===== config.mk =====
export PLATFORM = sky130hd
export DESIGN_NAME = instr_axilite_regs_flat
export DESIGN_NICKNAME = d
export VERILOG_FILES = /design/src/rtl/instr_axilite_regs_if.sv /design/src/rtl/instr_axilite_regs.sv /design/src/flat_wrapper.sv
export SDC_FILE = /design/constraint.sdc
export NUM_CORES = 1
export LEC_CHECK = 0
export ABC_AREA = 1
export BUFFER_PORTS_ARGS = -buffer_cell sky130_fd_sc_hd__buf_2
export CAP_MARGIN = 30
export CORE_AREA = 2 2 108 110
export DETAILED_ROUTE_END_ITERATION = 7
export DIE_AREA = 0 0 110 112
export GPL_ROUTABILITY_DRIVEN = 0
export MAX_ROUTING_LAYER = met4
export PLACE_DENSITY = 0.82
export SYNTH_ARGS = -nofsm -noshare
export SYNTH_HDL_FRONTEND = slang
export SYNTH_SLANG_ARGS = --single-unit

===== constraint.sdc =====
create_clock -name ap_clk -period 3.1 [get_ports ap_clk]
set_clock_uncertainty 0.05 [all_clocks]
set_input_delay 0.155 -clock ap_clk [delete_from_list [all_inputs] [get_ports ap_clk]]
set_output_delay 0.155 -clock ap_clk [all_outputs]
set_load 0.1 [all_outputs]

===== src/rtl/instr_axilite_regs_if.sv =====
// AXI4-Lite control-port bundle for the instrumentation register file.
// The master modport is the host side; the slave modport is the register file.
interface instr_axilite_regs_if #(
    parameter int ADDR_WIDTH = 8
) ();
    logic [ADDR_WIDTH-1:0] awaddr;
    logic                  awvalid;
    logic                  awready;
    logic [31:0]           wdata;
    logic [3:0]            wstrb;
    logic                  wvalid;
    logic                  wready;
    logic [1:0]            bresp;
    logic                  bvalid;
    logic                  bready;
    logic [ADDR_WIDTH-1:0] araddr;
    logic                  arvalid;
    logic                  arready;
    logic [31:0]           rdata;
    logic [1:0]            rresp;
    logic                  rvalid;
    logic                  rready;

    modport master (
        output awaddr, awvalid, wdata, wstrb, wvalid, bready, araddr, arvalid, rready,
        input  awready, wready, bresp, bvalid, arready, rdata, rresp, rvalid
    );

    modport slave (
        input  awaddr, awvalid, wdata, wstrb, wvalid, bready, araddr, arvalid, rready,
        output awready, wready, bresp, bvalid, arready, rdata, rresp, rvalid
    );
endinterface


===== src/rtl/instr_axilite_regs.sv =====
// AXI4-Lite responder holding the traffic CFG register (seed, gen/sink enables)
// and exposing the instrumentation counters as read-only words.
module instr_axilite_regs #(
    parameter int ADDR_WIDTH = 8
) (
    input  logic                      ap_clk,
    input  logic                      ap_rst_n,
    instr_axilite_regs_if.slave       s_axi_ctrl,
    output logic                      cfg_gen_en,
    output logic                      cfg_sink_en,
    output logic [15:0]               cfg_seed,
    output logic                      cfg_start,
    input  logic [31:0]               stat_in_count,
    input  logic [31:0]               stat_out_count,
    input  logic [31:0]               stat_latency,
    input  logic [31:0]               stat_interval,
    input  logic [31:0]               stat_checksum
);
    localparam logic [ADDR_WIDTH-1:0] ADDR_CFG      = ADDR_WIDTH'(8'h10);
    localparam logic [ADDR_WIDTH-1:0] ADDR_STATUS_I = ADDR_WIDTH'(8'h18);
    localparam logic [ADDR_WIDTH-1:0] ADDR_STATUS_O = ADDR_WIDTH'(8'h20);
    localparam logic [ADDR_WIDTH-1:0] ADDR_LATENCY  = ADDR_WIDTH'(8'h28);
    localparam logic [ADDR_WIDTH-1:0] ADDR_INTERVAL = ADDR_WIDTH'(8'h38);
    localparam logic [ADDR_WIDTH-1:0] ADDR_CHECKSUM = ADDR_WIDTH'(8'h48);
    localparam logic [31:0]           CFG_WMASK     = 32'hFFFF_0003;
    localparam logic [1:0]            RESP_OKAY     = 2'b00;
    localparam logic [1:0]            RESP_SLVERR   = 2'b10;

    logic                  aw_held_q, aw_held_d;
    logic [ADDR_WIDTH-1:0] awaddr_q,  awaddr_d;
    logic                  w_held_q,  w_held_d;
    logic [31:0]           wdata_q,   wdata_d;
    logic [3:0]            wstrb_q,   wstrb_d;
    logic                  bvalid_q,  bvalid_d;
    logic [1:0]            bresp_q,   bresp_d;
    logic [31:0]           cfg_q,     cfg_d;
    logic                  cfg_start_q, cfg_start_d;
    logic                  rvalid_q,  rvalid_d;
    logic [31:0]           rdata_q,   rdata_d;
    logic [1:0]            rresp_q,   rresp_d;

    logic                  aw_hs, w_hs, ar_hs, b_hs, r_hs, commit;
    logic [ADDR_WIDTH-1:0] wr_addr;
    logic [31:0]           wr_data;
    logic [3:0]            wr_strb;
    logic [31:0]           byte_mask;
    logic [31:0]           cfg_new;
    logic                  wr_is_cfg;
    logic [31:0]           rd_data;
    logic                  rd_err;

    function automatic logic [ADDR_WIDTH-1:0] word_addr(input logic [ADDR_WIDTH-1:0] a);
        return a & ~ADDR_WIDTH'(3);
    endfunction

    // Readies are gated by reset so nothing is accepted while ap_rst_n is low.
    assign s_axi_ctrl.awready = ap_rst_n && !aw_held_q && !bvalid_q;
    assign s_axi_ctrl.wready  = ap_rst_n && !w_held_q  && !bvalid_q;
    assign s_axi_ctrl.arready = ap_rst_n && !rvalid_q;
    assign s_axi_ctrl.bvalid  = bvalid_q;
    assign s_axi_ctrl.bresp   = bresp_q;
    assign s_axi_ctrl.rvalid  = rvalid_q;
    assign s_axi_ctrl.rdata   = rdata_q;
    assign s_axi_ctrl.rresp   = rresp_q;

    assign aw_hs = s_axi_ctrl.awvalid && s_axi_ctrl.awready;
    assign w_hs  = s_axi_ctrl.wvalid  && s_axi_ctrl.wready;
    assign ar_hs = s_axi_ctrl.arvalid && s_axi_ctrl.arready;
    assign b_hs  = bvalid_q && s_axi_ctrl.bready;
    assign r_hs  = rvalid_q && s_axi_ctrl.rready;

    // A live handshake stands in for its holding register, so same-edge AW+W commits at once.
    assign wr_addr = aw_held_q ? awaddr_q : s_axi_ctrl.awaddr;
    assign wr_data = w_held_q  ? wdata_q  : s_axi_ctrl.wdata;
    assign wr_strb = w_held_q  ? wstrb_q  : s_axi_ctrl.wstrb;
    assign commit  = (aw_held_q || aw_hs) && (w_held_q || w_hs) && !bvalid_q;
    assign wr_is_cfg = (word_addr(wr_addr) == ADDR_CFG);

    for (genvar gi = 0; gi < 4; gi++) begin : g_byte_mask
        assign byte_mask[gi*8 +: 8] = {8{wr_strb[gi]}};
    end

    assign cfg_new = ((cfg_q & ~byte_mask) | (wr_data & byte_mask)) & CFG_WMASK;

    always_comb begin
        rd_data = '0;
        rd_err  = 1'b0;
        case (word_addr(s_axi_ctrl.araddr))
            ADDR_CFG:      rd_data = cfg_q;
            ADDR_STATUS_I: rd_data = stat_in_count;
            ADDR_STATUS_O: rd_data = stat_out_count;
            ADDR_LATENCY:  rd_data = stat_latency;
            ADDR_INTERVAL: rd_data = stat_interval;
            ADDR_CHECKSUM: rd_data = stat_checksum;
            default:       rd_err  = 1'b1;
        endcase
    end

    always_comb begin
        aw_held_d   = aw_held_q;
        awaddr_d    = awaddr_q;
        w_held_d    = w_held_q;
        wdata_d     = wdata_q;
        wstrb_d     = wstrb_q;
        bvalid_d    = bvalid_q;
        bresp_d     = bresp_q;
        cfg_d       = cfg_q;
        cfg_start_d = 1'b0;
        rvalid_d    = rvalid_q;
        rdata_d     = rdata_q;
        rresp_d     = rresp_q;

        if (aw_hs) begin
            aw_held_d = 1'b1;
            awaddr_d  = s_axi_ctrl.awaddr;
        end
        if (w_hs) begin
            w_held_d = 1'b1;
            wdata_d  = s_axi_ctrl.wdata;
            wstrb_d  = s_axi_ctrl.wstrb;
        end

        if (commit) begin
            bvalid_d = 1'b1;
            if (wr_is_cfg) begin
                cfg_d       = cfg_new;
                bresp_d     = RESP_OKAY;
                cfg_start_d = !cfg_q[0] && cfg_new[0];
            end else begin
                bresp_d     = RESP_SLVERR;
            end
        end else if (b_hs) begin
            bvalid_d  = 1'b0;
            aw_held_d = 1'b0;
            w_held_d  = 1'b0;
        end

        // Counters are captured at the AR edge; rdata then stays frozen until rready.
        if (ar_hs) begin
            rvalid_d = 1'b1;
            rdata_d  = rd_data;
            rresp_d  = rd_err ? RESP_SLVERR : RESP_OKAY;
        end else if (r_hs) begin
            rvalid_d = 1'b0;
        end
    end

    always_ff @(posedge ap_clk) begin
        if (!ap_rst_n) begin
            aw_held_q   <= 1'b0;
            awaddr_q    <= '0;
            w_held_q    <= 1'b0;
            wdata_q     <= '0;
            wstrb_q     <= '0;
            bvalid_q    <= 1'b0;
            bresp_q     <= RESP_OKAY;
            cfg_q       <= '0;
            cfg_start_q <= 1'b0;
            rvalid_q    <= 1'b0;
            rdata_q     <= '0;
            rresp_q     <= RESP_OKAY;
        end else begin
            aw_held_q   <= aw_held_d;
            awaddr_q    <= awaddr_d;
            w_held_q    <= w_held_d;
            wdata_q     <= wdata_d;
            wstrb_q     <= wstrb_d;
            bvalid_q    <= bvalid_d;
            bresp_q     <= bresp_d;
            cfg_q       <= cfg_d;
            cfg_start_q <= cfg_start_d;
            rvalid_q    <= rvalid_d;
            rdata_q     <= rdata_d;
            rresp_q     <= rresp_d;
        end
    end

    assign cfg_gen_en  = cfg_q[0];
    assign cfg_sink_en = cfg_q[1];
    assign cfg_seed    = cfg_q[31:16];
    assign cfg_start   = cfg_start_q;
endmodule


===== src/flat_wrapper.sv =====
// flat-port wrapper written by rule: the top's interface ports become plain ports
module instr_axilite_regs_flat 
#(
    parameter int ADDR_WIDTH = 8
)
  (ap_clk, ap_rst_n, cfg_gen_en, cfg_sink_en, cfg_seed, cfg_start, stat_in_count, stat_out_count, stat_latency, stat_interval, stat_checksum, s_axi_ctrl_awaddr, s_axi_ctrl_awvalid, s_axi_ctrl_wdata, s_axi_ctrl_wstrb, s_axi_ctrl_wvalid, s_axi_ctrl_bready, s_axi_ctrl_araddr, s_axi_ctrl_arvalid, s_axi_ctrl_rready, s_axi_ctrl_awready, s_axi_ctrl_wready, s_axi_ctrl_bresp, s_axi_ctrl_bvalid, s_axi_ctrl_arready, s_axi_ctrl_rdata, s_axi_ctrl_rresp, s_axi_ctrl_rvalid);
  instr_axilite_regs_if #(.ADDR_WIDTH(ADDR_WIDTH)) s_axi_ctrl_i ();
  input  logic ap_clk;
  input  logic ap_rst_n;
  output logic cfg_gen_en;
  output logic cfg_sink_en;
  output logic [15:0] cfg_seed;
  output logic cfg_start;
  input  logic [31:0] stat_in_count;
  input  logic [31:0] stat_out_count;
  input  logic [31:0] stat_latency;
  input  logic [31:0] stat_interval;
  input  logic [31:0] stat_checksum;
  input wire logic [$bits(s_axi_ctrl_i.awaddr)-1:0] s_axi_ctrl_awaddr;
  input wire logic [$bits(s_axi_ctrl_i.awvalid)-1:0] s_axi_ctrl_awvalid;
  input wire logic [$bits(s_axi_ctrl_i.wdata)-1:0] s_axi_ctrl_wdata;
  input wire logic [$bits(s_axi_ctrl_i.wstrb)-1:0] s_axi_ctrl_wstrb;
  input wire logic [$bits(s_axi_ctrl_i.wvalid)-1:0] s_axi_ctrl_wvalid;
  input wire logic [$bits(s_axi_ctrl_i.bready)-1:0] s_axi_ctrl_bready;
  input wire logic [$bits(s_axi_ctrl_i.araddr)-1:0] s_axi_ctrl_araddr;
  input wire logic [$bits(s_axi_ctrl_i.arvalid)-1:0] s_axi_ctrl_arvalid;
  input wire logic [$bits(s_axi_ctrl_i.rready)-1:0] s_axi_ctrl_rready;
  output wire logic [$bits(s_axi_ctrl_i.awready)-1:0] s_axi_ctrl_awready;
  output wire logic [$bits(s_axi_ctrl_i.wready)-1:0] s_axi_ctrl_wready;
  output wire logic [$bits(s_axi_ctrl_i.bresp)-1:0] s_axi_ctrl_bresp;
  output wire logic [$bits(s_axi_ctrl_i.bvalid)-1:0] s_axi_ctrl_bvalid;
  output wire logic [$bits(s_axi_ctrl_i.arready)-1:0] s_axi_ctrl_arready;
  output wire logic [$bits(s_axi_ctrl_i.rdata)-1:0] s_axi_ctrl_rdata;
  output wire logic [$bits(s_axi_ctrl_i.rresp)-1:0] s_axi_ctrl_rresp;
  output wire logic [$bits(s_axi_ctrl_i.rvalid)-1:0] s_axi_ctrl_rvalid;
  assign s_axi_ctrl_i.awaddr = s_axi_ctrl_awaddr;
  assign s_axi_ctrl_i.awvalid = s_axi_ctrl_awvalid;
  assign s_axi_ctrl_i.wdata = s_axi_ctrl_wdata;
  assign s_axi_ctrl_i.wstrb = s_axi_ctrl_wstrb;
  assign s_axi_ctrl_i.wvalid = s_axi_ctrl_wvalid;
  assign s_axi_ctrl_i.bready = s_axi_ctrl_bready;
  assign s_axi_ctrl_i.araddr = s_axi_ctrl_araddr;
  assign s_axi_ctrl_i.arvalid = s_axi_ctrl_arvalid;
  assign s_axi_ctrl_i.rready = s_axi_ctrl_rready;
  assign s_axi_ctrl_awready = s_axi_ctrl_i.awready;
  assign s_axi_ctrl_wready = s_axi_ctrl_i.wready;
  assign s_axi_ctrl_bresp = s_axi_ctrl_i.bresp;
  assign s_axi_ctrl_bvalid = s_axi_ctrl_i.bvalid;
  assign s_axi_ctrl_arready = s_axi_ctrl_i.arready;
  assign s_axi_ctrl_rdata = s_axi_ctrl_i.rdata;
  assign s_axi_ctrl_rresp = s_axi_ctrl_i.rresp;
  assign s_axi_ctrl_rvalid = s_axi_ctrl_i.rvalid;
  instr_axilite_regs #(.ADDR_WIDTH(ADDR_WIDTH)) u_core (.ap_clk(ap_clk), .ap_rst_n(ap_rst_n), .s_axi_ctrl(s_axi_ctrl_i), .cfg_gen_en(cfg_gen_en), .cfg_sink_en(cfg_sink_en), .cfg_seed(cfg_seed), .cfg_start(cfg_start), .stat_in_count(stat_in_count), .stat_out_count(stat_out_count), .stat_latency(stat_latency), .stat_interval(stat_interval), .stat_checksum(stat_checksum));
endmodule

==> results.py <==
metrics = {
    "floorplan": {
        "coreArea_um2": 11200,
        "die_x_um": 110,
        "rows": 39,
        "start_util_pct": 43.6,
        "die_h_um": 112,
        "die_area_um2": 12300,
        "io_pins": 279,
    },
    "sta": {
        "max_freq_mhz": 543,
        "slew-limit-headroom_pct": 58.2,
        "worstMarginPinSlew_ns": 0.626,
        "finalCriticalPeriod_ns": 1.84,
        "tns_ns": 0,
        "rsz0062_at_grt": "false",
        "worst_hold_slack_ns": 0.0160,
        "setup_viol": 0,
        "hold_viol": 0,
        "drv_slew": 0,
        "period_share_pct": 59.5,
    },
    "status": {
        "status": "finished clean",
    },
    "pwr": {
        "p_leak_nw": 3.65,
        "power_density_nw_per_um2": 411,
        "peakVddDrop_v": 0.000232,
    },
    "cells_and_area": {
        "fin_nets": 1254,
        "layout_common_cells": "buf_2 (257), nand2_1 (221), nor2_1 (98), nand3_1 (97), dfxtp_1 (84)",
        "nFillCells": 1131,
        "final_common_cell": "buf_2",
        "synthToLayoutAreaGrowth_pct": 33.5,
        "drive_gt1_share_pct": 30.0,
    },
    "global_route": {
        "grt_overflow": 0,
        "grt_pass1_wl_mm": 25.7,
        "grt_max_degree": 69,
        "grt.total_usage_pct": 27.4,
        "grt_pass1_vias": 5367,
        "grt_antenna_before_repair": 1,
    },
    "clocking": {
        "h-tree-depth": 3,
        "clk_path_buf_depth": 2,
        "post_cts_buffers": 0,
        "cts_root_buf": "clkbuf_16",
        "cts_made_buffers": 9,
        "cts_tree": "built",
        "cts.reportedPaths.clkPinSlew_ns": 0.07,
        "clkSinkCount": 84,
        "insertion_delay_ns": 0.33,
    },
    "worst_hold_path": {
        "holdPathStages": 3,
        "hold_path_class": "input pin to register",
    },
    "synth": {
        "synthTopCellsByArea": "dfxtp_1 (35%), nand2_1 (17%), nand3_1 (10%)",
        "synth-seq-cells": 84,
        "synth_seq_area_share_pct": 34.5,
        "syn_area_um2": 4870,
        "ys_warn_count": 0,
        "avgSynthCellArea_um2": 6.08,
        "netlist.area_leader.share_pct": 34.5,
        "ys_types": 31,
        "synthCells": 801,
        "synth.largest_area_cell": "dfxtp_1",
    },
    "job": {
        "cap_violations": 0,
    },
    "worst_setup_path": {
        "crit_type": "input pin to register",
        "critPathCaptureType": "register",
        "r2r-end": "u_core.s_axi_ctrl.rdata[18]$_SDFFE_PN0P_",
        "cp-startpoint": "ap_rst_n",
        "startpoint_type": "input pin",
        "cp-endpoint": "u_core.wdata_q[30]$_SDFFE_PN0P_",
        "worstPathRequired_ns": 3.32,
        "r2r_slack_ns": 1.26,
        "r2r_start": "u_core.s_axi_ctrl.rvalid$_SDFFE_PN0P_",
        "reg2reg_depth": 5,
        "crit_arrival_ns": 2.06,
        "crit_fanout": 68,
    },
    "route": {
        "via_count": 5945,
        "viasPerCell": 5.02,
        "drt_iter0_drc": 401,
        "routed_wl_mm": 16.9,
        "ant_nets": 0,
        "drc": 0,
        "drtPass1Iterations": 5,
        "routedWlPerCell_um": 14.3,
    },
    "placed_design": {
        "dpl.hpwl_mm": 12.8,
        "io_buffer_count": 257,
    },
}
-- critical path, stage by stage --
cell,delay (ns)
buf_2,0.09
buf_4,0.50
nand2_1,0.26
nor2_2,0.16
nand2_1,0.14
inv_2,0.43
o21ai_0,0.16
a21oi_1,0.15
-- layer usage --
metal	part of all wire [%]	track usage [%]
met4	2.9	10.2
met3	8.0	5.33
met1	42	32.6
met2	47	45.4
met5	0	-
-- layout make-up --
| class | instances | area, µm² | area share (%) |
|---|---|---|---|
| multi-input cells | 589 | 2680 | 41.2 |
| diodes | 2 | 5.00 | 0.0769 |
| clock inverters | 6 | 46.3 | 0.712 |
| clock buffers | 10 | 229 | 3.52 |
| well taps | 143 | 179 | 2.75 |
| repair buffers | 269 | 1380 | 21.2 |
| flip-flops and latches | 84 | 1680 | 25.8 |
| inverters | 82 | 308 | 4.73 |
-- power breakdown --
part | internal [mW] | leakage [nW] | switching [mW] | total (mW)
Combinational | 0.166 | 2.84 | 0.360 | 0.525
Sequential | 1.12 | 0.684 | 0.0235 | 1.15
Clock | 0.551 | 0.130 | 0.454 | 1.00
Total | 1.84 | 3.65 | 0.838 | 2.68
-- cell families (layout without fill, tap and decap cells) --
group	count (synthesis)	after routing	synth area share (%)
other	1	4	0.0769
AO/OA/AOI/OAI	143	143	15.7
flip-flops	84	84	34.5
multiplexers	1	1	0.205
AND/OR/NAND/NOR	443	443	38.6
buffers and inverters	129	367	11.0
-- through the flow --
stage	power, mW	worst slack (ns)	cells	utilization (%)	cell area, µm²
finish	2.68	1.26	1185	58.2	6510
global route	2.80	0.982	1184	58.2	6500
CTS	2.70	1.22	1183	58.2	6500
detailed placement	1.69	0.879	1166	55.6	6220
global placement	1.69	0.925	1166	55.6	6220
floorplan	1.50	0.306	802	-	4880
-- worst min path at each step --
stage,from,to,slack (ns)
after detailed placement,s_axi_ctrl_rready,u_core.s_axi_ctrl.rvalid$_SDFFE_PN0P_,0.30
after CTS,s_axi_ctrl_wdata[27],u_core.wdata_q[27]$_SDFFE_PN0P_,0.01
after global routing,s_axi_ctrl_wstrb[3],u_core.wstrb_q[3]$_SDFFE_PN0P_,0.03
after floorplan,s_axi_ctrl_rready,u_core.s_axi_ctrl.rvalid$_SDFFE_PN0P_,0.20
final,s_axi_ctrl_wdata[27],u_core.wdata_q[27]$_SDFFE_PN0P_,0.02
after global placement,s_axi_ctrl_rready,u_core.s_axi_ctrl.rvalid$_SDFFE_PN0P_,0.29
-- synthesized netlist by cell type --
cell / instances
nand2_2: 3
o21ai_1: 8
dfxtp_1: 84
inv_1: 72
a22oi_1: 10
a21oi_1: 62
o21ai_2: 1
buf_1: 4
o2111ai_1: 1
nor2_1: 103
conb_1: 1
nand3_1: 97
o21ai_0: 55
nand2_1: 221
buf_4: 5
nand3_4: 2
nor2b_1: 1
inv_2: 10
nor2_8: 1
mux2i_1: 1
buf_2: 19
nor3_1: 2
o21a_1: 1
o21bai_1: 4
nor2_4: 1
nand3b_1: 1
a21oi_2: 1
nand4_1: 6
clkbuf_1: 18
buf_6: 1
nor2_2: 5
-- repair_timing --
action,4_1_cts,5_1_grt
hold endpoints to repair,1,0
resized for setup,0,0
hold buffers,1,0
Power figures use the tool's default switching activity.
